### config.mk
export PLATFORM = sky130hd
export DESIGN_NAME = mod_exp_param
export DESIGN_NICKNAME = d
export VERILOG_FILES = /design/src/rtl/mod_exp_param_pkg.sv /design/src/rtl/mod_exp_param_mod_mul.sv /design/src/rtl/mod_exp_param.sv
export SDC_FILE = /design/constraint.sdc
export NUM_CORES = 2
export LEC_CHECK = 0
export CAP_MARGIN = 20
export CELL_PAD_IN_SITES_DETAIL_PLACEMENT = 1
export CELL_PAD_IN_SITES_GLOBAL_PLACEMENT = 2
export CORE_ASPECT_RATIO = 1.75
export CORE_MARGIN = 2
export CORE_UTILIZATION = 38
export DETAILED_ROUTE_END_ITERATION = 7
export PLACE_DENSITY_LB_ADDON = 0.3
export SYNTH_ARGS = -nofsm -noshare
export SYNTH_HDL_FRONTEND = slang
export SYNTH_SLANG_ARGS = --single-unit
### constraint.sdc
create_clock -name clk -period 23.4 [get_ports clk]
set_clock_uncertainty 0.05 [all_clocks]
set_input_delay 4.68 -clock clk [delete_from_list [all_inputs] [get_ports clk]]
set_output_delay 4.68 -clock clk [all_outputs]
set_load 0.005 [all_outputs]
### src/rtl/mod_exp_param_pkg.sv
// Shared types and latency helper for the mod_exp_param engine and its bench.
// Mode encoding matches the 2-bit mode input; state_t is also the debug view of the FSM.
package mod_exp_pkg;

    typedef enum logic [1:0] {
        MODE_SM   = 2'd0,
        MODE_SMA  = 2'd1,
        MODE_ML   = 2'd2,
        MODE_RSVD = 2'd3
    } mode_t;

    typedef enum logic [2:0] {
        ST_IDLE  = 3'd0,
        ST_CHECK = 3'd1,
        ST_ISSUE = 3'd2,
        ST_WAIT  = 3'd3,
        ST_NEXT  = 3'd4,
        ST_DONE  = 3'd5
    } state_t;

    // Cycles one modular multiply costs inside the engine: issue, WIDTH iterations, write-back.
    function automatic int mul_cycles(input int width);
        return width + 2;
    endfunction

endpackage

### src/rtl/mod_exp_param_mod_mul.sv
// Bit-serial interleaved shift-add modular multiplier: p = a*b mod n, inputs must be < n.
// done pulses exactly WIDTH+1 cycles after start; p holds until the next start.
module mod_mul #(
    parameter int WIDTH = 64
) (
    input  logic             clk,
    input  logic             rst,
    input  logic             start,
    input  logic [WIDTH-1:0] a,
    input  logic [WIDTH-1:0] b,
    input  logic [WIDTH-1:0] n,
    output logic             done,
    output logic [WIDTH-1:0] p
);

    localparam int CW = $clog2(WIDTH + 1);

    logic [WIDTH+1:0] acc_q;
    logic [WIDTH+1:0] acc_d;
    logic [WIDTH+1:0] t_dbl;
    logic [WIDTH+1:0] t_sub;
    logic [WIDTH+1:0] n_ext;
    logic [WIDTH-1:0] a_q;
    logic [WIDTH-1:0] b_q;
    logic [WIDTH-1:0] n_q;
    logic [CW-1:0]    cnt_q;
    logic             run_q;
    logic             done_q;

    // acc < n keeps the top two bits clear, so 2*acc + b < 3n fits in WIDTH+2 bits.
    always_comb begin
        n_ext = {2'b00, n_q};
        t_dbl = {acc_q[WIDTH:0], 1'b0} + (a_q[WIDTH-1] ? {2'b00, b_q} : '0);
        t_sub = (t_dbl >= n_ext) ? t_dbl - n_ext : t_dbl;
        acc_d = (t_sub >= n_ext) ? t_sub - n_ext : t_sub;
    end

    always_ff @(posedge clk or posedge rst) begin
        if (rst) begin
            acc_q  <= '0;
            a_q    <= '0;
            b_q    <= '0;
            n_q    <= '0;
            cnt_q  <= '0;
            run_q  <= 1'b0;
            done_q <= 1'b0;
        end else if (start) begin
            acc_q  <= '0;
            a_q    <= a;
            b_q    <= b;
            n_q    <= n;
            cnt_q  <= CW'(WIDTH);
            run_q  <= 1'b1;
            done_q <= 1'b0;
        end else if (run_q) begin
            acc_q <= acc_d;
            a_q   <= a_q << 1;
            cnt_q <= cnt_q - CW'(1);
            if (cnt_q == CW'(1)) begin
                run_q  <= 1'b0;
                done_q <= 1'b1;
            end
        end else begin
            done_q <= 1'b0;
        end
    end

    assign done = done_q;
    assign p    = acc_q[WIDTH-1:0];

endmodule

### src/rtl/mod_exp_param.sv
// Modular exponentiation R = M^d mod N with run-time selectable SM / SMA / Montgomery ladder,
// all products through one shared mod_mul. dbg_state exposes the FSM for checkers.
module mod_exp_param
    import mod_exp_pkg::*;
#(
    parameter int WIDTH     = 64,
    parameter int KEY_WIDTH = 64
) (
    input  logic                 clk,
    input  logic                 rst,
    input  logic                 go,
    input  logic [1:0]           mode,
    input  logic [WIDTH-1:0]     M,
    input  logic [WIDTH-1:0]     N,
    input  logic [KEY_WIDTH-1:0] d,
    output logic                 busy,
    output logic                 done,
    output logic                 err,
    output logic [WIDTH-1:0]     R,
    output state_t               dbg_state
);

    localparam int IW = (KEY_WIDTH > 1) ? $clog2(KEY_WIDTH) : 1;

    state_t               state_q, state_d;
    mode_t                mode_q;
    logic [WIDTH-1:0]     n_q;
    logic [WIDTH-1:0]     r0_q;
    logic [WIDTH-1:0]     r1_q;
    logic [KEY_WIDTH-1:0] d_q;
    logic [IW-1:0]        i_q;
    logic                 op_q;
    logic [WIDTH-1:0]     r_q;
    logic                 err_q;

    logic [IW-1:0]        bit_idx;
    logic                 cur_bit;
    logic                 last_op;
    logic                 wr_r0;
    logic                 wr_r1;
    logic [WIDTH-1:0]     mul_a;
    logic [WIDTH-1:0]     mul_b;
    logic                 mul_start;
    logic                 mul_done;
    logic [WIDTH-1:0]     mul_p;
    logic [WIDTH-1:0]     r0_wb;
    logic                 operands_bad;

    // NEXT issues the first product of the following bit, so it looks one index ahead.
    // R1 holds M for SM/SMA (never written there) and the ladder's second register for ML.
    always_comb begin
        bit_idx = (state_q == ST_NEXT) ? i_q - IW'(1) : i_q;
        cur_bit = d_q[bit_idx];
        mul_a   = r0_q;
        mul_b   = r0_q;
        wr_r0   = 1'b0;
        wr_r1   = 1'b0;
        case (mode_q)
            MODE_ML: begin
                if (cur_bit) begin
                    if (!op_q) begin
                        mul_b = r1_q;
                        wr_r0 = 1'b1;
                    end else begin
                        mul_a = r1_q;
                        mul_b = r1_q;
                        wr_r1 = 1'b1;
                    end
                end else begin
                    if (!op_q) begin
                        mul_b = r1_q;
                        wr_r1 = 1'b1;
                    end else begin
                        wr_r0 = 1'b1;
                    end
                end
            end
            default: begin
                if (op_q) begin
                    mul_b = r1_q;
                    wr_r0 = (mode_q == MODE_SM) || cur_bit;
                end else begin
                    wr_r0 = 1'b1;
                end
            end
        endcase
        last_op      = (mode_q == MODE_SM && !cur_bit) ? 1'b1 : op_q;
        mul_start    = (state_q == ST_ISSUE) || (state_q == ST_NEXT);
        r0_wb        = wr_r0 ? mul_p : r0_q;
        operands_bad = (n_q < WIDTH'(2)) || (r1_q >= n_q) || (mode_q == MODE_RSVD);
    end

    always_comb begin
        state_d = state_q;
        case (state_q)
            ST_IDLE:  if (go) state_d = ST_CHECK;
            ST_CHECK: state_d = operands_bad ? ST_DONE : ST_ISSUE;
            ST_ISSUE: state_d = ST_WAIT;
            ST_NEXT:  state_d = ST_WAIT;
            ST_WAIT: begin
                if (mul_done) begin
                    if (!last_op)          state_d = ST_ISSUE;
                    else if (i_q == '0)    state_d = ST_DONE;
                    else                   state_d = ST_NEXT;
                end
            end
            ST_DONE:  state_d = ST_IDLE;
            default:  state_d = ST_IDLE;
        endcase
    end

    always_ff @(posedge clk or posedge rst) begin
        if (rst) begin
            state_q <= ST_IDLE;
        end else begin
            state_q <= state_d;
        end
    end

    always_ff @(posedge clk or posedge rst) begin
        if (rst) begin
            mode_q <= MODE_SM;
            n_q    <= '0;
            r0_q   <= '0;
            r1_q   <= '0;
            d_q    <= '0;
            i_q    <= '0;
            op_q   <= 1'b0;
            r_q    <= '0;
            err_q  <= 1'b0;
        end else begin
            case (state_q)
                ST_IDLE: begin
                    if (go) begin
                        mode_q <= mode_t'(mode);
                        n_q    <= N;
                        r1_q   <= M;
                        d_q    <= d;
                        err_q  <= 1'b0;
                    end
                end
                ST_CHECK: begin
                    if (operands_bad) begin
                        r_q   <= '0;
                        err_q <= 1'b1;
                    end else begin
                        r0_q <= WIDTH'(1);
                        i_q  <= IW'(KEY_WIDTH - 1);
                        op_q <= 1'b0;
                    end
                end
                ST_NEXT: i_q <= i_q - IW'(1);
                ST_WAIT: begin
                    if (mul_done) begin
                        if (wr_r0) r0_q <= mul_p;
                        if (wr_r1) r1_q <= mul_p;
                        if (!last_op) begin
                            op_q <= 1'b1;
                        end else begin
                            op_q <= 1'b0;
                            if (i_q == '0) r_q <= r0_wb;
                        end
                    end
                end
                default: ;
            endcase
        end
    end

    mod_mul #(.WIDTH(WIDTH)) u_mul (
        .clk   (clk),
        .rst   (rst),
        .start (mul_start),
        .a     (mul_a),
        .b     (mul_b),
        .n     (n_q),
        .done  (mul_done),
        .p     (mul_p)
    );

    assign busy      = (state_q != ST_IDLE);
    assign done      = (state_q == ST_DONE);
    assign err       = err_q;
    assign R         = r_q;
    assign dbg_state = state_q;

endmodule

==> metrics.yaml <==
run_status:
  outcome: "finished clean"
drt:
  drt_iter0_markers: 2060
  antenna_left: 0
  drc: 0
  num_vias: 37900
  via_per_inst: 6.03
  first_pass_iters: 5
  routedWlPerCell_um: 29.5
  totalWireLength_um: 186000
floorplan:
  rows: 160
  die_area_mm2: 0.112
  die_w_um: 253
  die_y_um: 440
  start_util_pct: 38.2
  num_io_pins: 267
  core_mm2: 0.108
finish:
  final_cell_mix: "dfrtp_1, nand2_1, o21ai_0"
  drive_gt1_share_pct: 6.86
  final_cells: 6290
  final-seq-area_mm2: 0.0150
  final_area_mm2: 0.0474
  fillers: 12400
  nNetsFinal: 5235
  final_common_cell: "dfrtp_1"
  multi_input_area_mm2: 0.0244
  area_growth_pct: 14.7
global_route:
  grtUsageMet1_pct: 31.7
  grt_antenna_before_repair: 13
  top_usage_layer: "met2"
  grtUsageMet2_pct: 59.2
  grt_use_met3_pct: 4.89
  first_global_vias: 40100
  grtUsageTotal_pct: 33.1
  grt_pass1_wl_um: 271000
  gr-total-overflow: 0
  grt_max_degree: 189
logic_synthesis:
  ys_seq_area_share_pct: 36.3
  syn-cell-area_mm2: 0.0413
  ys_warn_count: 0
  synth.distinct_cells: 80
  synth_edf_count: 0
  synthFlopType: "dfrtp_1"
  syn_nets: 5160
  async_flop_share_pct: 100
  syn_area_per_cell_um2: 8.79
  synth-seq-cells: 599
  netlist_instances: 4701
sta:
  fin_hold_ws_ps: 425
  rsz0062_at_grt: "no"
  min_period_ps: 12500
  worstMarginPinSlew_ps: 1140
  fmax_mhz: 80.0
  tns_ps: 0
  setup_violations: 0
  drv_slew: 0
  hold_violations: 0
  finalWorstSetupSlack_ps: 10900
  slew_headroom_pct: 23.6
  min_period_over_period_pct: 53.4
clock_tree:
  cts_max_level: 2
  cts_buffers: 61
  cts_hold_buf: 0
  clock-sinks: 599
  post_cts_buffers: 0
  clk_path_buf_depth: 3
  cts.clk_slew.worst_paths_ps: 70
  clkLatencyLatePin_ps: 710
  ctsResizeCount: 0
  cts_tree: "built"
  clock-root-buffer: "clkbuf_16"
power_and_ir_drop:
  cellLeakagePower_nw: 20.9
  powerDensity_mw_per_mm2: 50.1
  ir_worst_vdd_mv: 0.0677
worst_hold_path:
  hold_class: "reg -> reg"
placed_design:
  placed_area_mm2: 0.0451
  numPortBuffers: 266
  post-place-ws_ps: 11220
  place_inst: 6169
  gp_congestion: 0.942
  hpwl_um: 144000
setup_path:
  crit_path_end_kind: "flip-flop"
  worstPathBufferInverterCount: 4
  cp.arrival_ps: 12940
  cp_top_family: "compound AO/OA/AOI/OAI gates"
  slowest_stage: "dfrtp_1"
  worstSetupPathType: "reg -> reg"
  cp_slowest_stage_delay_ps: 760
  crit_fanout: 75
  critPathRequiredTime_ps: 23840
  start_kind: "flip-flop"
flow_run:
  cap_violations: 0
stage by stage:
stage	power, mW	utilization [%]
after floorplan	1.19	-
after global placement	1.28	41.7
after detailed placement	1.28	41.7
after CTS	2.39	43.7
after global routing	2.44	43.8
final	2.38	43.8
final timing paths:
path | from | cells past startpoint | slack (ps) | to
hold reg to reg | R[12] | 2 | 430 | R[12]
setup reg to reg | u_mul.acc_q[1] | 36 | 10900 | u_mul.acc_q[15]
setup / recovery | u_mul.acc_q[1] | 36 | 10900 | u_mul.acc_q[15]
max in group asynchronous | rst | 5 | 15480 | u_mul.acc_q[60]
min in group asynchronous | rst | 2 | 4500 | R[18]
hold / removal | R[12] | 2 | 430 | R[12]
report_power, final:
part	switching [mW]	internal [mW]	leakage [nW]
Clock	0.479	0.632	1.08
Combinational	0.118	0.0748	11.9
Sequential	0.0175	1.06	7.90
Total	0.614	1.76	20.9
cells by family (layout without fill, tap and decap cells):
| logic type | after synthesis | in the layout | synth area share (%) |
|---|---|---|---|
| compound gates | 1505 | 1505 | 23.3 |
| simple gates | 1312 | 1312 | 15.0 |
| flops | 599 | 599 | 36.3 |
| buf+inv | 519 | 644 | 4.89 |
| mux | 318 | 318 | 8.61 |
| fa+ha+maj | 262 | 262 | 7.99 |
| xor+xnor | 186 | 186 | 3.94 |
| other cells | 0 | 6 | 0 |
worst min-delay path, delay by kind of cell (launching register included):
family	cells	cell delay, ps
flops	1	340
compound gates	1	50
simple gates	1	50
Yosys cell counts, types with 63 or more instances:
cell type    n  share of area, %
nor4_1      66               1.0
mux2i_1    201               4.9
dfrtp_1    599                36
nor2_1     263               2.4
xor2_1      67               1.4
o31ai_1     65               1.2
inv_1      206               1.9
xnor2_1    119               2.5
a21o_1     104               1.9
a211oi_1   104               1.9
and2_1      87               1.3
a21oi_1    359               4.3
mux2_2      96               2.6
nand2_1    512               4.7
nand4_1     68               1.0
nor2b_1     86               1.3
clkbuf_1   250               2.3
ha_1       259               7.8
a22o_1      63               1.3
o21ai_0    473               5.7
sequential cells by signal, summed over array words and instances (netlist names), 7 cells and up:
| register | cells |
|---|---|
| u_mul.a_q | 64 |
| r1_q | 64 |
| R | 64 |
| r0_q | 64 |
| u_mul.b_q | 64 |
| d_q | 64 |
| u_mul.cnt_q | 7 |
| u_mul.acc_q | 65 |
| u_mul.n_q | 64 |
| n_q | 64 |
routing by layer:
metal | routed length (um) | vias up
met5 | 101 | -
met4 | 22600 | 14
met3 | 7220 | 528
met1 | 61200 | 19100
met2 | 94500 | 1017
li1 | - | 17200
area by class of cell:
| class | instances | area share, % |
|---|---|---|
| diodes | 6 | 0.0317 |
| clock inverters | 36 | 1.13 |
| repair buffers | 323 | 6.64 |
| well taps | 1458 | 3.85 |
| flip-flops and latches | 599 | 31.6 |
| clock buffers | 77 | 3.54 |
| multi-input cells | 3583 | 51.5 |
| inverters | 208 | 1.66 |
Power figures use the tool's default switching activity.
